==> src/rtl/pcs_pkg.sv <==
// Shared types and constants for the 64b/66b PCS transmit control slice.
package pcs_pkg;

  localparam int PCS_LANES        = 2;
  localparam int PCS_DATA_WIDTH   = 64;
  localparam int PCS_HEADER_WIDTH = 2;

  localparam logic [PCS_DATA_WIDTH-1:0] PCS_IDLE_DATA = 64'h0707070707070707;
  localparam logic [7:0]                PCS_IDLE_CTRL = 8'hFF;

  typedef enum logic [2:0] {
    ST_DOWN     = 3'd0,
    ST_DEBOUNCE = 3'd1,
    ST_ENC_WARM = 3'd2,
    ST_SEED     = 3'd3,
    ST_IDLE     = 3'd4,
    ST_DATA     = 3'd5,
    ST_FAULT    = 3'd6
  } pcs_tx_state_t;

endpackage

==> src/rtl/pcs_tx_sequencer_if.sv <==
// MAC handshake plus per-lane encoder/scrambler control bundle.
interface pcs_tx_sequencer_if #(
  parameter int LANES = pcs_pkg::PCS_LANES
);
  logic             MAC_VALID;
  logic             MAC_ACCEPT;
  logic [LANES-1:0] ENC_ERR;
  logic             ENABLE_ENCODER;
  logic             ENABLE_SCRAMBLER;
  logic             SCR_SEED_LOAD;
  logic             IDLE_INSERT;

  // master: the MAC and lane side; slave: the sequencer.
  modport master (
    output MAC_VALID, ENC_ERR,
    input  MAC_ACCEPT, ENABLE_ENCODER, ENABLE_SCRAMBLER, SCR_SEED_LOAD, IDLE_INSERT
  );

  modport slave (
    input  MAC_VALID, ENC_ERR,
    output MAC_ACCEPT, ENABLE_ENCODER, ENABLE_SCRAMBLER, SCR_SEED_LOAD, IDLE_INSERT
  );
endinterface

==> src/rtl/pcs_err_monitor.sv <==
// Encoder error monitor: windowed threshold detect plus saturating lifetime count.
module pcs_err_monitor import pcs_pkg::*; #(
  parameter int LANES      = PCS_LANES,
  parameter int ERR_WINDOW = 64,
  parameter int ERR_THRESH = 4
) (
  input  logic             clk,
  input  logic             rst_n,
  input  logic             active,
  input  logic             clr,
  input  logic [LANES-1:0] enc_err,
  output logic             fault_hit,
  output logic [7:0]       err_count
);

  localparam int WIN_W = $clog2(ERR_WINDOW);
  localparam int POP_W = $clog2(LANES + 1);
  localparam int CNT_W = $clog2(LANES * ERR_WINDOW + 1);

  logic [WIN_W-1:0] win_ctr;
  logic [CNT_W-1:0] win_cnt;
  logic [CNT_W-1:0] win_base;
  logic [CNT_W-1:0] win_sum;
  logic [POP_W-1:0] pop;

  function automatic logic [POP_W-1:0] popcount(input logic [LANES-1:0] v);
    logic [POP_W-1:0] n;
    n = '0;
    for (int i = 0; i < LANES; i++) n = n + POP_W'(v[i]);
    return n;
  endfunction

  function automatic logic [7:0] sat_add8(input logic [7:0] a, input logic [POP_W-1:0] b);
    logic [8:0] s;
    s = {1'b0, a} + 9'(b);
    return s[8] ? 8'hFF : s[7:0];
  endfunction

  // Window count includes the current cycle; a window-start cycle drops history.
  always_comb begin
    pop       = popcount(enc_err);
    win_base  = (win_ctr == '0) ? '0 : win_cnt;
    win_sum   = win_base + CNT_W'(pop);
    fault_hit = active && (32'(win_sum) >= 32'(ERR_THRESH));
  end

  always_ff @(posedge clk or negedge rst_n) begin
    if (!rst_n) begin
      win_ctr   <= '0;
      win_cnt   <= '0;
      err_count <= '0;
    end else begin
      err_count <= sat_add8(err_count, pop);
      if (clr) begin
        win_ctr <= '0;
        win_cnt <= '0;
      end else begin
        win_ctr <= win_ctr + WIN_W'(1);
        win_cnt <= active ? win_sum : '0;
      end
    end
  end

endmodule

==> src/rtl/pcs_tx_sequencer.sv <==
// PCS TX bring-up/run-time sequencer: READY debounce, encoder/scrambler sequencing,
// idle insertion until link-up, MAC handshake and encoder-error fault detection.
module pcs_tx_sequencer import pcs_pkg::*; #(
  parameter int LANES          = PCS_LANES,
  parameter int READY_DEBOUNCE = 16,
  parameter int ENC_LATENCY    = 2,
  parameter int IDLE_BLOCKS    = 8,
  parameter int ERR_WINDOW     = 64,
  parameter int ERR_THRESH     = 4
) (
  input  logic                TX_CLK,
  input  logic                RST_N,
  input  logic                READY,
  pcs_tx_sequencer_if.slave   bus,
  output logic                LINK_UP,
  output logic                FAULT,
  output logic [2:0]          STATE,
  output logic [7:0]          ERR_COUNT
);

  localparam int CNT_MAX0 = (READY_DEBOUNCE > ENC_LATENCY) ? READY_DEBOUNCE : ENC_LATENCY;
  localparam int CNT_MAX  = (CNT_MAX0 > IDLE_BLOCKS) ? CNT_MAX0 : IDLE_BLOCKS;
  localparam int CNT_W    = $clog2(CNT_MAX + 1);

  localparam logic [CNT_W-1:0] DEB_LAST  = CNT_W'(READY_DEBOUNCE - 1);
  localparam logic [CNT_W-1:0] WARM_LAST = CNT_W'(ENC_LATENCY - 1);
  localparam logic [CNT_W-1:0] IDLE_LAST = CNT_W'(IDLE_BLOCKS - 1);

  pcs_tx_state_t    state_q, state_d;
  logic [CNT_W-1:0] cnt_q, cnt_d;

  logic enc_en_q, scr_en_q, seed_q, idle_q, link_q, fault_q;
  logic mon_active, mon_clr, fault_hit;

  assign mon_active = (state_q == ST_ENC_WARM) || (state_q == ST_SEED) ||
                      (state_q == ST_IDLE)     || (state_q == ST_DATA);
  assign mon_clr    = (state_q == ST_DOWN);

  pcs_err_monitor #(
    .LANES      (LANES),
    .ERR_WINDOW (ERR_WINDOW),
    .ERR_THRESH (ERR_THRESH)
  ) u_err_monitor (
    .clk       (TX_CLK),
    .rst_n     (RST_N),
    .active    (mon_active),
    .clr       (mon_clr),
    .enc_err   (bus.ENC_ERR),
    .fault_hit (fault_hit),
    .err_count (ERR_COUNT)
  );

  always_comb begin
    state_d = state_q;
    cnt_d   = cnt_q + CNT_W'(1);
    case (state_q)
      ST_DOWN: begin
        cnt_d = '0;
        if (READY) state_d = ST_DEBOUNCE;
      end
      ST_DEBOUNCE: begin
        if (cnt_q == DEB_LAST) begin
          state_d = ST_ENC_WARM;
          cnt_d   = '0;
        end
      end
      ST_ENC_WARM: begin
        if (cnt_q == WARM_LAST) begin
          state_d = ST_SEED;
          cnt_d   = '0;
        end
      end
      ST_SEED: begin
        state_d = ST_IDLE;
        cnt_d   = '0;
      end
      ST_IDLE: begin
        if (cnt_q == IDLE_LAST) begin
          state_d = ST_DATA;
          cnt_d   = '0;
        end
      end
      ST_DATA:  cnt_d = '0;
      ST_FAULT: cnt_d = '0;
      default: begin
        state_d = ST_DOWN;
        cnt_d   = '0;
      end
    endcase
    // Loss of READY outranks a fault, which outranks the normal sequence.
    if (fault_hit) state_d = ST_FAULT;
    if (!READY) begin
      state_d = ST_DOWN;
      cnt_d   = '0;
    end
  end

  always_ff @(posedge TX_CLK or negedge RST_N) begin
    if (!RST_N) begin
      state_q <= ST_DOWN;
      cnt_q   <= '0;
    end else begin
      state_q <= state_d;
      cnt_q   <= cnt_d;
    end
  end

  // Outputs are decoded from the next state so they change on the same edge as STATE.
  always_ff @(posedge TX_CLK or negedge RST_N) begin
    if (!RST_N) begin
      enc_en_q <= 1'b0;
      scr_en_q <= 1'b0;
      seed_q   <= 1'b0;
      idle_q   <= 1'b0;
      link_q   <= 1'b0;
      fault_q  <= 1'b0;
    end else begin
      enc_en_q <= (state_d == ST_ENC_WARM) || (state_d == ST_SEED) ||
                  (state_d == ST_IDLE)     || (state_d == ST_DATA);
      scr_en_q <= (state_d == ST_SEED) || (state_d == ST_IDLE) || (state_d == ST_DATA);
      seed_q   <= (state_d == ST_SEED);
      idle_q   <= (state_d == ST_ENC_WARM) || (state_d == ST_SEED) || (state_d == ST_IDLE);
      link_q   <= (state_d == ST_DATA);
      fault_q  <= (state_d == ST_FAULT);
    end
  end

  // In DATA the idle mux must follow MAC_VALID in the same cycle: no buffering here.
  assign bus.MAC_ACCEPT       = link_q;
  assign bus.ENABLE_ENCODER   = enc_en_q;
  assign bus.ENABLE_SCRAMBLER = scr_en_q;
  assign bus.SCR_SEED_LOAD    = seed_q;
  assign bus.IDLE_INSERT      = idle_q | (link_q & ~bus.MAC_VALID);
  assign LINK_UP              = link_q;
  assign FAULT                = fault_q;
  assign STATE                = state_q;

endmodule

==> src/flat_wrapper.sv <==
// flat-port wrapper written by rule: the top's interface ports become plain ports
module pcs_tx_sequencer_flat import pcs_pkg::*;
#(
  parameter int LANES          = PCS_LANES,
  parameter int READY_DEBOUNCE = 16,
  parameter int ENC_LATENCY    = 2,
  parameter int IDLE_BLOCKS    = 8,
  parameter int ERR_WINDOW     = 64,
  parameter int ERR_THRESH     = 4
)
  (TX_CLK, RST_N, READY, LINK_UP, FAULT, STATE, ERR_COUNT, bus_MAC_VALID, bus_ENC_ERR, bus_MAC_ACCEPT, bus_ENABLE_ENCODER, bus_ENABLE_SCRAMBLER, bus_SCR_SEED_LOAD, bus_IDLE_INSERT);
  pcs_tx_sequencer_if #(.LANES(LANES)) bus_i ();
  input  logic TX_CLK;
  input  logic RST_N;
  input  logic READY;
  output logic LINK_UP;
  output logic FAULT;
  output logic [2:0] STATE;
  output logic [7:0] ERR_COUNT;
  input wire logic [$bits(bus_i.MAC_VALID)-1:0] bus_MAC_VALID;
  input wire logic [$bits(bus_i.ENC_ERR)-1:0] bus_ENC_ERR;
  output wire logic [$bits(bus_i.MAC_ACCEPT)-1:0] bus_MAC_ACCEPT;
  output wire logic [$bits(bus_i.ENABLE_ENCODER)-1:0] bus_ENABLE_ENCODER;
  output wire logic [$bits(bus_i.ENABLE_SCRAMBLER)-1:0] bus_ENABLE_SCRAMBLER;
  output wire logic [$bits(bus_i.SCR_SEED_LOAD)-1:0] bus_SCR_SEED_LOAD;
  output wire logic [$bits(bus_i.IDLE_INSERT)-1:0] bus_IDLE_INSERT;
  assign bus_i.MAC_VALID = bus_MAC_VALID;
  assign bus_i.ENC_ERR = bus_ENC_ERR;
  assign bus_MAC_ACCEPT = bus_i.MAC_ACCEPT;
  assign bus_ENABLE_ENCODER = bus_i.ENABLE_ENCODER;
  assign bus_ENABLE_SCRAMBLER = bus_i.ENABLE_SCRAMBLER;
  assign bus_SCR_SEED_LOAD = bus_i.SCR_SEED_LOAD;
  assign bus_IDLE_INSERT = bus_i.IDLE_INSERT;
  pcs_tx_sequencer #(.LANES(LANES), .READY_DEBOUNCE(READY_DEBOUNCE), .ENC_LATENCY(ENC_LATENCY), .IDLE_BLOCKS(IDLE_BLOCKS), .ERR_WINDOW(ERR_WINDOW), .ERR_THRESH(ERR_THRESH)) u_core (.TX_CLK(TX_CLK), .RST_N(RST_N), .READY(READY), .bus(bus_i), .LINK_UP(LINK_UP), .FAULT(FAULT), .STATE(STATE), .ERR_COUNT(ERR_COUNT));
endmodule
==> config.mk <==
export PLATFORM = sky130hd
export DESIGN_NAME = pcs_tx_sequencer_flat
export DESIGN_NICKNAME = d
export VERILOG_FILES = /design/src/rtl/pcs_pkg.sv /design/src/rtl/pcs_tx_sequencer_if.sv /design/src/rtl/pcs_err_monitor.sv /design/src/rtl/pcs_tx_sequencer.sv /design/src/flat_wrapper.sv
export SDC_FILE = /design/constraint.sdc
export NUM_CORES = 1
export LEC_CHECK = 0
export ABC_AREA = 1
export BUFFER_PORTS_ARGS = -buffer_cell sky130_fd_sc_hd__buf_2
export CORE_ASPECT_RATIO = 0.6
export CORE_UTILIZATION = 50
export CTS_BUF_LIST = sky130_fd_sc_hd__clkbuf_8
export DETAILED_ROUTE_END_ITERATION = 12
export PLACE_DENSITY_LB_ADDON = 0.1
export SYNTH_ARGS = -nofsm -noshare
export SYNTH_HDL_FRONTEND = slang
export SYNTH_HIERARCHICAL = 1
export SYNTH_SLANG_ARGS = --single-unit
export TNS_END_PERCENT = 30
==> constraint.sdc <==
create_clock -name TX_CLK -period 3.3 [get_ports TX_CLK]
set_input_delay 0.66 -clock TX_CLK [delete_from_list [all_inputs] [get_ports TX_CLK]]
set_output_delay 0.66 -clock TX_CLK [all_outputs]
set_load 0.02 [all_outputs]
==> results of run 1 <==
-- Yosys cell counts, drive strengths merged (4+ instances only) --
cell,n
dfrtp,36
nand2,66
nor2,34
ha,11
a21oi,8
nand3,24
nor3,5
o21ai,9
nand4,4
inv,56
-- state kept, by name (all words and copies together) (netlist names) --
signal and cells:
u_core/FAULT 1, u_core/LINK_UP 1, u_core/STATE 3, u_core/bus.ENABLE_ENCODER 1
u_core/bus.ENABLE_SCRAMBLER 1, u_core/bus.SCR_SEED_LOAD 1, u_core/cnt_q 5, u_core/idle_q 1
u_core/u_err_monitor/err_count 8, u_core/u_err_monitor/win_cnt 8, u_core/u_err_monitor/win_ctr 6
-- worst max-delay path: stages (launching register included) --
cell	delay, ps
dfrtp_1	410
inv_1	70
ha_1	210
nand3_4	190
nand2_1	100
inv_1	40
ha_1	190
fa_1	380
inv_1	70
nand2_1	50
nand2_1	90
inv_2	40
nor2_2	90
nand3_1	90
nor2_1	120
nor2_1	70
a21oi_1	210
nand2_1	120
nand2_1	80
inv_1	50
nand3_1	100
nand2_1	50
-- cells by family after synthesis --
family | after synthesis | synth area share, %
compound gates | 20 | 5.245
xor+xnor | 3 | 1.252
fa+ha+maj | 13 | 8.462
buf+inv | 58 | 11.08
flops | 36 | 42.91
simple gates | 137 | 31.05
-- metrics by stage --
stage | cells | cell area, µm² | util [%]
finish | 352 | 2360 | 61.29
global route | 352 | 2360 | 61.29
CTS | 352 | 2360 | 61.29
detailed placement | 345 | 2263 | 58.79
global placement | 345 | 2263 | 58.79
floorplan | 267 | 2100 | -
-- worst paths after layout --
path | start | to | slack (ps) | cells past startpoint
max in group asynchronous | RST_N | u_core/u_err_monitor/win_ctr[0] | 2340 | 1
worst max-delay path | u_core/u_err_monitor/win_ctr[0] | u_core/bus.ENABLE_SCRAMBLER | 370 | 21
min in group TX_CLK | u_core/u_err_monitor/win_ctr[0] | u_core/u_err_monitor/win_ctr[0] | 500 | 1
worst max register to register | u_core/u_err_monitor/win_ctr[0] | u_core/bus.ENABLE_SCRAMBLER | 370 | 21
worst min-delay path | RST_N | u_core/u_err_monitor/err_count[2] | 460 | 1
worst min register to register | u_core/u_err_monitor/win_ctr[0] | u_core/u_err_monitor/win_ctr[0] | 500 | 1
-- cells in the final DEF, fill, tap and decap left out, drive strengths merged, types with 2 or more instances in the layout --
cell type,synthesis,layout
inv,56,56
dfrtp,36,36
nor2,34,34
ha,11,11
buf,2,23
xor2,2,2
nand3,24,24
nand3b,2,2
nor3,5,5
fa,2,2
o21ai,9,9
a21oi,8,8
clkbuf,0,7
nand4,4,4
nand2,66,66
-- metal layers --
| metal | up-vias | GRT usage, % |
|---|---|---|
| li1 | 871 | - |
| met3 | 0 | 5.197 |
| met1 | 712 | 33.06 |
| met4 | 0 | 4.167 |
| met2 | 55 | 24.67 |
| met5 | - | 0 |
-- power groups by stage --
stage | sequential (µW) | combinational (µW) | clock (µW)
final | 539 | 287 | 332
after global routing | 549 | 322 | 365
after CTS | 539 | 288 | 347
after detailed placement | 547 | 288 | 0
after global placement | 548 | 285 | 0
after floorplan | 600 | 145 | 0
-- layout make-up --
cell class / instances / area share, %
Multi-Input combinational cell: 173 / 40.93
Sequential cell: 36 / 38.18
Inverter: 56 / 8.908
Timing Repair Buffer: 23 / 4.878
Clock buffer: 7 / 4.083
Tap cell: 57 / 3.022
==> impl_results.md, run 1 <==
* Status: complete, no violations
* HPWL after DPL at 3016 µm
* Met2 wire length at 1341 µm
* Initial antenna violation count at 0
* Full die area at 0.004471 mm²
* Post-CTS Setup Inserts at 0
* I/O Buffers at 23
* Internal at 775.2 µW
* Hold violation count in the final report at 0
* Primary FF master, synth: dfrtp_1
* Post_cts resized at 0
* Post-DRT Antenna Nets at 0
* Post-Syn Area at 0.002100 mm²
* Num ports at 24
* Post-synth EDFFs at 0
* Multi-input logic area at 965.9 µm²
* Achievable Freq at 0.3413 GHz
* Switching power at 382.7 µW
* Fin crit share at 88.78%
* Core Area at 0.003850 mm²
* Die Ht at 52.20 µm
* Initial Util at 54.53%
* Detailed Route Iter0 Violations at 145
* Yosys warnings at 6
* DR top layer: met3
* Synth cell types at 29
* Req. time, crit path at 3470 ps
* Worst-path clk slew at 70 ps
* Slew Viols, Final at 0
* Storage element area at 900.9 µm²
* DRT met1 WL at 2290 µm
* H-tree depth at 2
* Routed vias/inst at 4.653
* TritonCTS Buffers at 5
* Via count at 1638
* Metal3 WL at 256 µm
* First-pass GRT wire length at 6630 µm
* Worst vdd ir at 0.2622 mV
* FP Rows at 17
* Wire per inst at 11.04 µm
* Critical Path AT at 3100 ps
* DRT Wirelength at 3887 µm
* Die Wd at 85.66 µm
* Startpoint Class: register
* TritonCTS clock tree: yes
* Post-Syn Nets at 286
* CTS sink count at 36
* Crit-path max FO at 13
* GP Congestion at 0.8151
* Max_slew headroom at 47.55%
* Switching share of total power at 33.05%
* Register share of total power at 46.6%
* # nets final at 314
* Final-layout fill cell count at 343
* Post-Syn Instances at 267
* WS Path Type: register to register
* Pwr per Cell Area at 490.7 mW/mm²
* Async S/R FF share, synth at 100.0%
* Largest net degree at the start of global routing at 37
* Share of layout cells above drive strength 1 at 18.64%
* Sequential fraction of the synthesis area at 42.91%
* Max_cap viols at 0
* Syn Area/Cell at 7.863 µm²
* Total Power at 1158 µW
* Clock Latency Late Sink at 280 ps
* Final setup margin at 370.3 ps
* Synth top area share at 42.91%
* Total grt overflow at 0
* Ant diodes at 0
* Post-layout minimum cycle time at 2930 ps
* Area growth syn-to-layout at 12.40%
* Leak at 0.001321 µW
* Worst hold path class: primary input to async pin
* Number of remaining DRC errors at 0
* Clock Skew at 5.489 ps
* Worst slew pin tran at 786.7 ps
* Pre-CTS setup slack at 294.6 ps
* Final setup fails at 0
* Vias in the first global route at 1375
* Clk network pwr share at 28.7%
* Gr usage total at 19.89%
* Clock Tree Buf Depth at 2
* Pre-antenna DRT Iters at 4
* CTS Hold Bufs at 0
* Flop and latch count out of synthesis at 36
* RSZ-0062 raised after global routing: no
* Top cell type by total area after synthesis: dfrtp_1
* Top post-synthesis cells by area: dfrtp_1 43%, nand2_1 11%, inv_1 9.1%
* Setup TNS at 0 ps
* Endpoint type of the worst setup path: register
* CTS Root Cell: clkbuf_8
* WHS at 458.7 ps
* Combinational Power Share at 24.7%
(Power assumes the default switching activity.)
==> run 2: changes to the inputs <==
- CTS_CLUSTER_DIAMETER: not set -> 100
- REMOVE_ABC_BUFFERS: not set -> 1
==> run 2 against run 1 <==
Effect of this change: die area did not move; first-iteration DRC count down 29%; highest routed layer is now met4; register-to-register slack gained 70 ps; sequential share of layout area rose by 0.10 points; largest cell class unchanged; core utilization shrank 0.16 points.
==> impl_results.md, run 2 (same netlist as run 1, synthesis figures left out) <==
* Status: complete, no violations
* Clock Tree Buf Depth at 2
* Via count at 1666
* Num ports at 24
* Worst r2r src: u_core/u_err_monitor/win_ctr[0]
* Wire per inst at 10.46 µm
* Worst vdd ir at 0.4429 mV
* Max_slew headroom at 47.46%
* Area growth syn-to-layout at 12.10%
* Worst hold path class: primary input to async pin
* Post-CTS Setup Inserts at 0
* Final-layout fill cell count at 361
* Largest net degree at the start of global routing at 37
* Number of remaining DRC errors at 0
* Startpoint Class: register
* Setup TNS at 0 ps
* Leak at 0.001325 µW
* Achievable Freq at 0.3497 GHz
* Met3 usage at 5.512%
* First-pass GRT wire length at 6955 µm
* Share of layout cells above drive strength 1 at 18.24%
* Non-filler cells, final at 353
* Vias in the first global route at 1513
* Detailed Route Iter0 Violations at 103
* Initial Util at 54.53%
* CTS Root Cell: clkbuf_8
* # nets final at 314
* Req. time, crit path at 3470 ps
* Post_cts resized at 0
* RSZ-0062 raised after global routing: no
* Post-layout minimum cycle time at 2859 ps
* Full die area at 0.004471 mm²
* Met2 GRT Util at 28.93%
* TritonCTS clock tree: yes
* GP Congestion at 0.7557
* Slew Viols, Final at 0
* Post-DRT Antenna Nets at 0
* Most Used Layer, Global Route: met1
* Fin crit share at 86.65%
* Final setup fails at 0
* Met1 usage at 30.82%
* TritonCTS Buffers at 5
* Most frequent cells in the layout: 60 x nand2_1, 53 x inv_1, 36 x dfrtp_1
* Gr usage total at 20.61%
* Hold violation count in the final report at 0
* HPWL after DPL at 2746 µm
* DRT Wirelength at 3691 µm
* Worst-path clk slew at 70 ps
* Worst slew pin tran at 788.1 ps
* Die Wd at 85.66 µm
* Clock Skew at 3.693 ps
* CP startpoint: u_core/u_err_monitor/win_ctr[0]
* FP Rows at 17
* Ant diodes at 0
* I/O Buffers at 23
* R2r worst-path depth at 19
* Cell Count Post-Placement at 345
* Die Ht at 52.20 µm
* Pre-antenna DRT Iters at 4
* R2R Setup Slk at 440 ps
* CTS sink count at 36
* Core Area at 0.003850 mm²
* H-tree depth at 2
* Worst r2r dst: u_core/bus.ENABLE_SCRAMBLER
* Critical Path AT at 3030 ps
* Max_cap viols at 0
* CTS Hold Bufs at 0
* Crit-path max FO at 13
* Clock Latency Late Sink at 280 ps
* Total grt overflow at 0
* Pwr per Cell Area at 481.5 mW/mm²
* Endpoint type of the worst setup path: register
* Commonest non-fill, non-tap cell in the layout: nand2_1
* Routed vias/inst at 4.720
* WS Path Type: register to register
* Regs by FF count: u_core/u_err_monitor/err_count (8), u_core/u_err_monitor/win_cnt (8), u_core/u_err_monitor/win_ctr (6)
* Initial antenna violation count at 0
==> run 2: changes by cell type in the layout (fill, tap and decap cells not counted), sizes merged <==
cell / change
inv: +2
clkbuf: -1
==> run 2: layout make-up <==
type / instances / area (µm²) / share of cell area, %
multi-input cells: 173 / 965.9 / 41.04
clock inverters: 2 / 7.507 / 0.3190
inverters: 56 / 210.2 / 8.931
well taps: 57 / 71.32 / 3.030
flip-flops and latches: 36 / 900.9 / 38.28
repair buffers: 23 / 115.1 / 4.891
clock buffers: 6 / 82.58 / 3.509
==> run 2: worst max path at each step <==
stage	endpoint	slack (ps)	depth (start not counted)
after floorplan	u_core/bus.ENABLE_SCRAMBLER	650	17
after global placement	u_core/bus.ENABLE_SCRAMBLER	420	18
after detailed placement	u_core/bus.ENABLE_SCRAMBLER	370	18
after CTS	u_core/bus.ENABLE_SCRAMBLER	440	19
after global routing	u_core/bus.ENABLE_SCRAMBLER	110	19
final	u_core/bus.ENABLE_SCRAMBLER	440	19
==> run 2: critical path, stage by stage (launching register included) <==
cell and delay (ps):
dfrtp_1 410, inv_1 70, ha_1 180, nand3_4 200, nand2_1 110, inv_1 40
ha_1 190, fa_1 390, nand3_1 150, o21ai_0 90, nand2_1 90, nand3_1 90
nor2_1 110, nor2_1 60, a21oi_1 160, nand2_1 100, nand2_1 80, inv_1 50
nand3_1 110, nand2_1 60
==> run 2: per-stage QoR <==
step	setup slack, ps	utilization, %	total power, µW	hold WS (ps)	instance area, µm²
4_1_cts	438.5	61.13	1151	483.7	2354
3_3_place_gp	420.6	58.79	830.3	483.0	2263
3_5_place_dp	372.9	58.79	831.3	484.4	2263
2_1_floorplan	649.7	-	738.5	364.4	2077
5_1_grt	105.2	61.13	1211	524.6	2354
6_report	440.7	61.13	1133	457.6	2354
==> run 2: power by group <==
| part | switching, µW | total [µW] | leakage (µW) | internal [µW] |
|---|---|---|---|---|
| Combinational | 184 | 281 | 0.000790 | 96.6 |
| Clock | 147 | 311 | 0.0000538 | 164 |
| Sequential | 48.5 | 541 | 0.000481 | 492 |
==> run 2: routing by layer <==
layer | part of all wire (%) | vias to the layer above
met5 | 0 | -
met1 | 56 | 754
met2 | 38 | 26
met4 | 1.1 | 0
met3 | 4.2 | 7
li1 | - | 879
==> run 3: changes to the inputs <==
- CORE_UTILIZATION: 50 -> 55
==> run 3 against run 2 <==
Effect of this change: critical path type unchanged; global-route usage is 3.5 points higher; non-clock buffer count is the same; sequential share of layout area hardly changed; clock-buffer cell count fell by 1; combinational power up 2%; maximum frequency is 4.6% lower; critical path depth is 1 higher.
==> impl_results.md, run 3 (same netlist as run 1, synthesis figures left out) <==
* Fin area at 0.002356 mm²
* Pre-CTS setup slack at 292.9 ps
* First-pass GRT wire length at 7245 µm
* Die Wd at 81.77 µm
* CTS sink count at 36
* Worst r2r src: u_core/u_err_monitor/win_ctr[0]
* Share of layout cells above drive strength 1 at 18.58%
* FP Rows at 16
* Initial antenna violation count at 0
* Post-CTS Setup Inserts at 0
* Initial Util at 60.97%
* Fin crit share at 90.78%
* Regs by FF count: u_core/u_err_monitor/err_count (8), u_core/u_err_monitor/win_cnt (8), u_core/u_err_monitor/win_ctr (6)
* Setup TNS at 0 ps
* Vias in the first global route at 1562
* Via count at 1702
* Hold violation count in the final report at 0
* Largest net degree at the start of global routing at 37
* Leak at 0.001330 µW
* Req. time, crit path at 3470 ps
* Clock Latency Late Sink at 290 ps
* Post-DP Area at 0.002248 mm²
* TritonCTS Buffers at 5
* DR top layer: met4
* Worst r2r dst: u_core/bus.ENABLE_ENCODER
* Layout Utilization at 68.42%
* Max_slew headroom at 47.56%
* TritonCTS clock tree: yes
* Post-DRT Antenna Nets at 0
* Pre-antenna DRT Iters at 4
* Met2 wire length at 1545 µm
* I/O Buffers at 23
* Number of remaining DRC errors at 0
* HPWL after DPL at 3127 µm
* Commonest non-fill, non-tap cell in the layout: nand2_1
* Worst-path clk slew at 70 ps
* R2R Setup Slk at 300 ps
* Core Area at 0.003443 mm²
* Gr usage total at 24.09%
* GP Congestion at 0.8009
* Metal3 WL at 183 µm
* DRT met1 WL at 2352 µm
* CTS Hold Bufs at 0
* Worst hold path class: primary input to async pin
* Clock Skew at 4.752 ps
* DRT Wirelength at 4131 µm
* Achievable Freq at 0.3338 GHz
* Final setup margin at 304.2 ps
* Routed vias/inst at 4.991
* Total grt overflow at 0
* Full die area at 0.004077 mm²
* Post-layout minimum cycle time at 2996 ps
* Status: complete, no violations
* Final setup fails at 0
* H-tree depth at 2
* Worst slew pin tran at 786.7 ps
* Startpoint Class: register
* Most frequent cells in the layout: 60 x nand2_1, 52 x inv_1, 36 x dfrtp_1
* CTS Root Cell: clkbuf_8
* Post_cts resized at 0
* Slew Viols, Final at 0
* Endpoint type of the worst setup path: register
* Crit-path max FO at 13
* Wire per inst at 12.11 µm
* Ant diodes at 0
* WS Path Type: register to register
* Clock Tree Buf Depth at 2
* Total Power at 1204 µW
* Pwr per Cell Area at 511.1 mW/mm²
* Die Ht at 49.86 µm
* Max_cap viols at 0
* R2r worst-path depth at 20
* # nets final at 314
* Detailed Route Iter0 Violations at 100
* Area growth syn-to-layout at 12.22%
* RSZ-0062 raised after global routing: no
* Critical Path AT at 3170 ps
* Num ports at 24
* Worst vdd ir at 0.4665 mV
[run 3: changes by cell type in the layout (fill, tap and decap cells not counted), sizes merged]
cell | previous run | this run
bufinv | 0 | 1
clkbuf | 6 | 5
clkinv | 0 | 1
inv | 58 | 57
[run 3: layout make-up]
cell class	count	area [µm²]
fill	300	1087
multi-input combinational	173	965.9
sequential	36	900.9
inverter	56	210.2
timing repair buffer	23	115.1
clock buffer	5	68.82
tap	45	56.30
clock inverter	3	38.79
[run 3: worst max-delay path, stage by stage (launching register included)]
cell     delay (ps)
dfrtp_1         420
inv_1            70
ha_1            180
nand3_4         200
nand2_1         110
inv_1            70
ha_1            280
nand2_1          50
nand2_1         110
inv_1            70
nor2_2          190
nand3_1         130
nand2_2         100
nand3_1          70
nor2_1          140
nor2_1           80
a21oi_1         190
nand2_1         120
nand2_1          90
or2_1           140
nand2_1          80
[run 3: worst max-delay path by stage]
stage                                    startpoint                          end  slack [ps]  cells after the start
global placement                     bus_ENC_ERR[0]  u_core/bus.ENABLE_SCRAMBLER         370                     18
CTS                 u_core/u_err_monitor/win_ctr[0]    u_core/bus.ENABLE_ENCODER         370                     20
floorplan                            bus_ENC_ERR[0]  u_core/bus.ENABLE_SCRAMBLER         650                     17
global route        u_core/u_err_monitor/win_ctr[0]  u_core/bus.ENABLE_SCRAMBLER          70                     21
detailed placement                   bus_ENC_ERR[0]    u_core/bus.ENABLE_ENCODER         290                     17
finish              u_core/u_err_monitor/win_ctr[0]    u_core/bus.ENABLE_ENCODER         300                     20
[run 3: through the flow]
| step | instances | hold WS (ps) |
|---|---|---|
| final | 341 | 452.6 |
| after global routing | 341 | 512.0 |
| after CTS | 341 | 477.6 |
| after detailed placement | 333 | 494.6 |
| after global placement | 333 | 481.6 |
| after floorplan | 265 | 364.4 |
[run 3: power by group]
group,leakage [µW],switching (µW),internal [µW]
clock,0.0000593,156,221
combinational,0.000790,190,96.9
sequential,0.000481,47.8,492
[run 3: layer usage]
layer | up-vias | global-route usage [%]
li1 | 876 | -
met1 | 786 | 39.14
met2 | 33 | 30.99
met3 | 7 | 5.000
met4 | 0 | 7.895
met5 | - | 0
